File: config.mk
export PLATFORM = sky130hd
export DESIGN_NAME = alu_exec_unit
export DESIGN_NICKNAME = d
export VERILOG_FILES = /design/src/rtl/alu_exec_unit.sv
export SDC_FILE = /design/constraint.sdc
export NUM_CORES = 1
export LEC_CHECK = 0
export CAP_MARGIN = 20
export CORE_ASPECT_RATIO = 1.4
export CORE_MARGIN = 4
export CORE_UTILIZATION = 35
export CTS_CLUSTER_DIAMETER = 100
export DETAILED_ROUTE_END_ITERATION = 16
export HOLD_SLACK_MARGIN = 0.05
export MAX_ROUTING_LAYER = met4
export PLACE_DENSITY = 0.5
export REMOVE_ABC_BUFFERS = 1
export SETUP_SLACK_MARGIN = 0.2
export SYNTH_ARGS = -nofsm -noshare
export SYNTH_HDL_FRONTEND = slang
export SYNTH_SLANG_ARGS = --single-unit
File: constraint.sdc
create_clock -name clk -period 8.15 [get_ports clk]
set_input_delay 0.815 -clock clk [delete_from_list [all_inputs] [get_ports clk]]
set_output_delay 0.815 -clock clk [all_outputs]
set_load 0.02 [all_outputs]
File: src/rtl/alu_exec_unit.sv
// Integer execution unit: decodes an ALU request, produces single-cycle results for
// logic/arithmetic/shift/compare ops and runs a multi-cycle shift-add multiply.
module alu_exec_unit #(
  parameter int unsigned DATA_WIDTH = 32,
  parameter int unsigned M_EXT      = 1
) (
  input  logic                  clk,
  input  logic                  rst,
  input  logic                  in_valid,
  output logic                  in_ready,
  input  logic [1:0]            alu_op,
  input  logic [6:0]            func7,
  input  logic [2:0]            func3,
  input  logic [DATA_WIDTH-1:0] operand_a,
  input  logic [DATA_WIDTH-1:0] operand_b,
  output logic                  out_valid,
  input  logic                  out_ready,
  output logic [DATA_WIDTH-1:0] result,
  output logic [3:0]            control_line,
  output logic                  illegal
);

  localparam int unsigned ShW  = (DATA_WIDTH > 1) ? $clog2(DATA_WIDTH) : 1;
  localparam int unsigned CntW = ShW;
  localparam logic [CntW-1:0] LastCnt = CntW'(DATA_WIDTH - 1);

  localparam logic [3:0] OpAnd  = 4'b0000;
  localparam logic [3:0] OpOr   = 4'b0001;
  localparam logic [3:0] OpAdd  = 4'b0010;
  localparam logic [3:0] OpXor  = 4'b0011;
  localparam logic [3:0] OpSll  = 4'b0100;
  localparam logic [3:0] OpSrl  = 4'b0101;
  localparam logic [3:0] OpSub  = 4'b0110;
  localparam logic [3:0] OpSra  = 4'b0111;
  localparam logic [3:0] OpSlt  = 4'b1000;
  localparam logic [3:0] OpSltu = 4'b1001;
  localparam logic [3:0] OpMul  = 4'b1010;

  localparam logic [6:0] F7Base = 7'b0000000;
  localparam logic [6:0] F7Alt  = 7'b0100000;
  localparam logic [6:0] F7Mul  = 7'b0000001;

  typedef enum logic [1:0] {StIdle, StBusy, StDone} state_e;

  state_e                state_q, state_d;
  logic [DATA_WIDTH-1:0] result_q, result_d;
  logic [3:0]            ctrl_q, ctrl_d;
  logic                  ill_q, ill_d;
  logic [DATA_WIDTH-1:0] mcand_q, mcand_d;
  logic [DATA_WIDTH-1:0] mplier_q, mplier_d;
  logic [DATA_WIDTH-1:0] acc_q, acc_d;
  logic [CntW-1:0]       cnt_q, cnt_d;

  logic [3:0]            dec_op;
  logic                  dec_ill;
  logic [DATA_WIDTH-1:0] alu_res;
  logic [DATA_WIDTH-1:0] acc_step;
  logic [ShW-1:0]        shamt;

  function automatic logic [3:0] f3_op(input logic [2:0] f);
    logic [3:0] op;
    unique case (f)
      3'b000:  op = OpAdd;
      3'b001:  op = OpSll;
      3'b010:  op = OpSlt;
      3'b011:  op = OpSltu;
      3'b100:  op = OpXor;
      3'b101:  op = OpSrl;
      3'b110:  op = OpOr;
      default: op = OpAnd;
    endcase
    return op;
  endfunction

  always_comb begin
    dec_op  = OpAnd;
    dec_ill = 1'b0;
    unique case (alu_op)
      2'b00: dec_op = OpAdd;
      2'b01: dec_op = OpSub;
      2'b10: begin
        if (func7 == F7Base) begin
          dec_op = f3_op(func3);
        end else if (func7 == F7Alt && func3 == 3'b000) begin
          dec_op = OpSub;
        end else if (func7 == F7Alt && func3 == 3'b101) begin
          dec_op = OpSra;
        end else if (func7 == F7Mul && func3 == 3'b000 && M_EXT != 0) begin
          dec_op = OpMul;
        end else begin
          dec_ill = 1'b1;
        end
      end
      default: begin
        // Immediate form: funct7 only matters for the shift encodings.
        dec_op = f3_op(func3);
        if (func3 == 3'b001 && func7 != F7Base) begin
          dec_ill = 1'b1;
        end else if (func3 == 3'b101) begin
          if (func7 == F7Alt) begin
            dec_op = OpSra;
          end else if (func7 != F7Base) begin
            dec_ill = 1'b1;
          end
        end
      end
    endcase
    if (dec_ill) begin
      dec_op = OpAnd;
    end
  end

  assign shamt = operand_b[ShW-1:0];

  always_comb begin
    alu_res = '0;
    unique case (dec_op)
      OpAnd:   alu_res = operand_a & operand_b;
      OpOr:    alu_res = operand_a | operand_b;
      OpAdd:   alu_res = operand_a + operand_b;
      OpXor:   alu_res = operand_a ^ operand_b;
      OpSll:   alu_res = operand_a << shamt;
      OpSrl:   alu_res = operand_a >> shamt;
      OpSub:   alu_res = operand_a - operand_b;
      OpSra:   alu_res = $signed(operand_a) >>> shamt;
      OpSlt:   alu_res = {{(DATA_WIDTH-1){1'b0}}, $signed(operand_a) < $signed(operand_b)};
      OpSltu:  alu_res = {{(DATA_WIDTH-1){1'b0}}, operand_a < operand_b};
      default: alu_res = '0;
    endcase
  end

  assign acc_step = acc_q + (mplier_q[0] ? mcand_q : '0);

  always_comb begin
    state_d  = state_q;
    result_d = result_q;
    ctrl_d   = ctrl_q;
    ill_d    = ill_q;
    mcand_d  = mcand_q;
    mplier_d = mplier_q;
    acc_d    = acc_q;
    cnt_d    = cnt_q;
    unique case (state_q)
      StIdle: begin
        if (in_valid) begin
          ctrl_d = dec_op;
          ill_d  = dec_ill;
          if (dec_op == OpMul) begin
            mcand_d  = operand_a;
            mplier_d = operand_b;
            acc_d    = '0;
            cnt_d    = '0;
            state_d  = StBusy;
          end else begin
            result_d = dec_ill ? '0 : alu_res;
            state_d  = StDone;
          end
        end
      end
      StBusy: begin
        // One multiplier bit per cycle, LSB first; last step lands straight in result.
        acc_d    = acc_step;
        mcand_d  = mcand_q << 1;
        mplier_d = mplier_q >> 1;
        cnt_d    = cnt_q + 1'b1;
        if (cnt_q == LastCnt) begin
          result_d = acc_step;
          state_d  = StDone;
        end
      end
      StDone: begin
        if (out_ready) begin
          state_d = StIdle;
        end
      end
      default: state_d = StIdle;
    endcase
  end

  always_ff @(posedge clk or posedge rst) begin
    if (rst) begin
      state_q  <= StIdle;
      result_q <= '0;
      ctrl_q   <= '0;
      ill_q    <= 1'b0;
      mcand_q  <= '0;
      mplier_q <= '0;
      acc_q    <= '0;
      cnt_q    <= '0;
    end else begin
      state_q  <= state_d;
      result_q <= result_d;
      ctrl_q   <= ctrl_d;
      ill_q    <= ill_d;
      mcand_q  <= mcand_d;
      mplier_q <= mplier_d;
      acc_q    <= acc_d;
      cnt_q    <= cnt_d;
    end
  end

  assign in_ready     = (state_q == StIdle);
  assign out_valid    = (state_q == StDone);
  assign result       = result_q;
  assign control_line = ctrl_q;
  assign illegal      = ill_q;

endmodule

==> results.md, run 1 <==
- Proportion of layout cells with a drive suffix above 1: 8.839%
- Max Clk Rate: 202.9 MHz
- Initial antenna violation count: 0
- Post-route ant nets: 0
- First DRT Iteration DRCs: 2213
- Minimum clock period: 4930 ps
- Slew Viols, Final: 0
- Critical Path End Type: register
- CP required: 8510 ps
- CTS max path bufs: 2
- DR vias/cell: 6.410
- Sequential-to-total area share from yosys stat: 20.67%
- Fill cells: 5034
- Number of synthesized flops with an enable pin: 0
- Vias: 18400
- Hold Path End: result[8]
- Synth warnings: 0
- Kind of critical path: in2reg
- Seq cells post-synth: 140
- R2R Path End: result[25]
- Synth Instances: 2218
- Multi-input logic area: 12420 µm²
- CTS resizes: 0
- Library cells used by synthesis: 91
- Setup Fix Bufs, Post-CTS: 0
- # rows: 95
- Die area: 52060 µm²
- Async SR Flop Fraction: 100.0%
- Final Cycle Share: 60.49%
- Hold buffers post-CTS: 0
- Power per cell area: 144.7 nW/µm²
- Seq. cell area: 3503 µm²
- Final TNS setup: 0 ps
- ANT cells: 0
- Vias in the first global route: 17390
- Total chip power: 2.776 mW
- Post-synthesis cell area: 16950 µm²
- CP arrival: 5290 ps
- Sink Count: 140
- First drt pass iteration count: 6
- Num CTS Buffers: 17
- Max_cap viols: 0
- DRC violations left: 0
- Gr ovfl total: 0
- CTS tree: built
- Largest net degree at the start of global routing: 83
- Total core area: 48020 µm²
- Global-route wire length before repair: 119300 µm
- R2r setup slk: 3510 ps
- Critical path startpoint category: input port
- Fin. Hold Viols: 0
- Skew-Pair Late Insertion Delay: 470 ps
- Root Buffer: clkbuf_16
- Hold Path Class: reg2reg
- I/O Buffers: 118
- Hold path cells: 2
- Reg2reg path depth: 11
- Area Overhead vs Synth: 13.19%
- RSZ-0062 raised after global routing: false
- Clock skew: 15.48 ps
- Reg clk slew, reported paths: 70 ps
- Ys flop type: dfrtp_1
- Slew @ Worst Pin: 1071 ps
- Placer Congestion: 1.064
- Pleak: 8.167 nW
- Post-synth top area cell: dfrtp_1
- HP Start: result[8]
- Gr usage total: 31.40%
- Final setup vio count: 0
- Post-synth top cells: nand2_1, nor2_1, a21oi_1
- Final wirelength: 82520 µm
- Status: complete, no violations
- Wire per inst: 28.75 µm
- Die width: 194.0 µm
- Post-detail-place hpwl: 60780 µm
- Synthesized area per cell: 7.641 µm²
- Count leader, synth: nand2_1
- Cells taking the most area after synthesis: dfrtp_1, ha_1, mux4_2, nand2_1, nor2_1
- Worst R2R Start: mplier_q[0]
- Peak supply drop: 160.8 µV
- DIE HEIGHT: 268.4 µm
- Starting Density: 35.29%
- Fin nets: 2440
- CTS H-Tree Depth: 4
- Top cell type's share of synthesized area: 20.67%
- Ports: 119
- Max-slew headroom: 26.73%
- Critical path peak fanout: 49
## cells in the final DEF, fill, tap and decap left out, types with 61 or more instances in the layout
master and n:
mux4_2 61, a21oi_1 162, a31oi_1 91, ha_1 130
clkdlybuf4s50_1 113, o21ai_0 113, nor2_1 262, nand2_1 309
inv_1 95, dfrtp_1 140
## area by class of cell
cell class	instances	area share, %
timing repair buffer	163	7.813
multi-input combinational	1806	64.76
clock inverter	12	0.7109
clock buffer	20	2.380
inverter	99	1.963
tap	630	4.109
sequential	140	18.26
## cell families (layout without fill, tap and decap cells)
family	after synthesis	after routing	synth area share [%]
simple gates	811	811	21.39
compound gates	702	702	28.01
buf+inv	272	294	6.223
flops	140	140	20.67
fa+ha+maj	133	133	9.951
mux	114	114	11.38
xor+xnor	46	46	2.377
## worst max-delay path by stage
stage,startpoint,cells past startpoint,slack (ps),end
after floorplan,func7[1],7,1550,cnt_q[3]
after global placement,operand_b[0],14,2810,result[28]
after detailed placement,operand_b[0],14,2790,result[28]
after CTS,operand_b[0],14,3260,result[28]
after global routing,operand_b[0],14,3040,result[28]
final,operand_b[2],13,3220,result[28]
## metrics by stage
stage	cell area, µm²	worst slack [ps]	instances	hold WS [ps]	utilization [%]
global route	19180	3039	2870	494.4	39.95
CTS	19180	3259	2870	486.4	39.95
detailed placement	18590	2793	2838	471.0	38.72
floorplan	16270	1552	2045	452.5	-
finish	19180	3220	2870	479.4	39.95
global placement	18590	2815	2838	461.9	38.72
## power by group
part / switching (mW) / internal [mW] / total, mW
sequential: 0.0461 / 0.748 / 0.794
clock: 0.367 / 0.469 / 0.836
combinational: 0.725 / 0.421 / 1.15
total: 1.14 / 1.64 / 2.78
## worst max-delay path, stage by stage
cell       delay, ps
buf_2            590
buf_4            640
ha_1             440
a211oi_1         120
o21ai_0          460
nand3_1          330
nand4_1          270
nand2_1          130
o41a_1           390
xnor2_1          160
a2111oi_2        460
a21oi_1          180
a211o_1          240
## registers in the layout, summed over array words and instances (netlist names)
register and cells:
result 32, acc_q 32, cnt_q 5, state_q 2, mcand_q 32, mplier_q 32, control_line 4, illegal 1
## per-layer routing
layer / global-route usage [%] / wire length (µm) / vias up
met2: 49.78 / 38130 / 977
met1: 39.39 / 32950 / 9040
li1: - / - / 8136
met5: - / 0 / -
met4: 15.57 / 5046 / 0
met3: 4.665 / 6397 / 243
Note: power is estimated with default switching activity, not from simulation.
==> run 2, diff against run 1 <==
- clock period: 8.15 -> 4.6 ns (I/O delays scaled with it)
==> run 2 against run 1 <==
First-iteration DRC count fell by 16%. Total power rose by 83%. Via count rose by 0.78%. Sequential power rose by 76%. Clock skew rose by 1.2 ps. Routed wire length rose by 3.2%. Worst hold slack improved by 1.3 ps. Die area did not move. Sequential share of layout area fell by 0.74 points. Cell count rose by 3.3%. Non-clock buffer count rose by 92. Clock power rose by 85%. Largest cell class unchanged. Largest power group unchanged. Highest routed layer unchanged.
==> results.md, run 2 (synthesis gave the netlist of run 1 again) <==
- Slowest stage delay, CP: 590 ps
- Max_cap viols: 0
- Placer Congestion: 1.020
- First DRT Iteration DRCs: 1864
- CTS tree: built
- Non-Filler Cell Area, Final: 20000 µm²
- RSZ-0062 raised after global routing: false
- Die width: 194.0 µm
- Pleak: 8.660 nW
- Proportion of layout cells with a drive suffix above 1: 12.39%
- Status: complete, no violations
- Fin. Hold Viols: 0
- Finished Layout Cells: 2964
- Initial antenna violation count: 2
- Placed insts: 2930
- Vias: 18540
- Most frequent cells in the layout: nand2_1, nor2_1, a21oi_1, dfrtp_1, buf_4
- Hold buffers post-CTS: 0
- Setup WS pre-CTS: 108.1 ps
- Max-slew headroom: 29.04%
- Post-route ant nets: 0
- Root Buffer: clkbuf_16
- CTS resizes: 0
- DIE HEIGHT: 268.4 µm
- CP dominant cell by count: buf_4
- # rows: 95
- Final worst slack: 398.8 ps
- Num CTS Buffers: 17
- Slowest-stage cell, CP: or4_4
- Power per cell area: 254.3 nW/µm²
- First drt pass iteration count: 6
- CTS H-Tree Depth: 4
- Gr usage total: 32.57%
- DR vias/cell: 6.255
- Minimum clock period: 4201 ps
- Final wirelength: 85180 µm
- Final Cycle Share: 91.33%
- Hold Path Class: reg2reg
- Wire per inst: 28.74 µm
- Area Overhead vs Synth: 17.99%
- Reg clk slew, reported paths: 60 ps
- DP Area: 19380 µm²
- Fill cells: 5001
- Fin nets: 2532
- Total core area: 48020 µm²
- CP required: 4990 ps
- CP arrival: 4590 ps
- Critical path peak fanout: 14
- Vias in the first global route: 18250
- Post-detail-place hpwl: 65220 µm
- Critical Path End Type: register
- Final setup vio count: 0
- DRC violations left: 0
- Sink Count: 140
- Peak supply drop: 287.3 µV
- Clock skew: 16.70 ps
- Die area: 52060 µm²
- Slew @ Worst Pin: 1060 ps
- WHS: 480.7 ps
- Final TNS setup: 0 ps
- CTS max path bufs: 2
- Largest net degree at the start of global routing: 79
- Starting Density: 35.29%
- Kind of critical path: in2reg
- Gr ovfl total: 0
- Ports: 119
- Commonest non-fill, non-tap cell in the layout: nand2_1
- Max Clk Rate: 238.0 MHz
- Critical path startpoint category: input port
- Worst-path cell chain: clkdlybuf4s50_1 -> or4_4 -> a2111oi_4 -> o2111ai_2 -> nor2_2 -> buf_4 -> nand2_1 -> o21ai_0 -> buf_4 -> a211oi_1 -> a31oi_1 -> buf_4 -> a21oi_1 -> o21ai_0
- Skew-Pair Late Insertion Delay: 480 ps
- Slew Viols, Final: 0
- Setup Fix Bufs, Post-CTS: 0
- I/O Buffers: 118
- Total chip power: 5.086 mW
- Global-route wire length before repair: 123800 µm
- Share of the core filled with cells: 41.64%
[run 2: changes by cell type in the layout (fill, tap and decap cells not counted), sizes merged]
cell	delta
clkinvlp	-1
bufinv	+1
inv	+1
buf	+92
clkinv	-1
diode	+2
[run 2: final timing paths]
check	from	endpoint	slack, ps	cells past startpoint
worst min-delay path	acc_q[21]	acc_q[21]	480	2
worst min register to register	acc_q[21]	acc_q[21]	480	2
worst max register to register	mcand_q[0]	result[28]	610	13
min in group asynchronous	rst	acc_q[4]	500	2
worst max-delay path	func7[1]	result[6]	400	14
max in group asynchronous	rst	acc_q[23]	3060	3
[run 2: per-layer routing]
layer	share of wire, %	wire length, µm	vias up	global-route usage, %
met5	0	0	-	-
met4	5.8	4905	0	16.14
met3	6.8	5826	207	4.740
met2	47	40410	901	53.28
met1	40	34040	9094	39.54
li1	-	-	8337	-
[run 2: critical path: cells and delay by family]
family | cells | cell delay, ps
compound gates | 7 | 2050
buf+inv | 4 | 1150
simple gates | 3 | 900
[run 2: power by group]
part	leakage [nW]	switching [mW]	internal, mW
logic	6.58	1.31	0.824
clock network	0.297	0.661	0.887
registers	1.79	0.0798	1.32
total	8.66	2.05	3.04
[run 2: area by class of cell]
class	count	area [µm²]	share of cell area [%]
timing repair buffer	255	2290	11.45
inverter	99	376.6	1.883
multi-input combinational	1806	12420	62.10
sequential	140	3503	17.52
tap	630	788.3	3.942
clock inverter	12	158.9	0.7946
antenna	2	5.005	0.02503
clock buffer	20	456.7	2.284
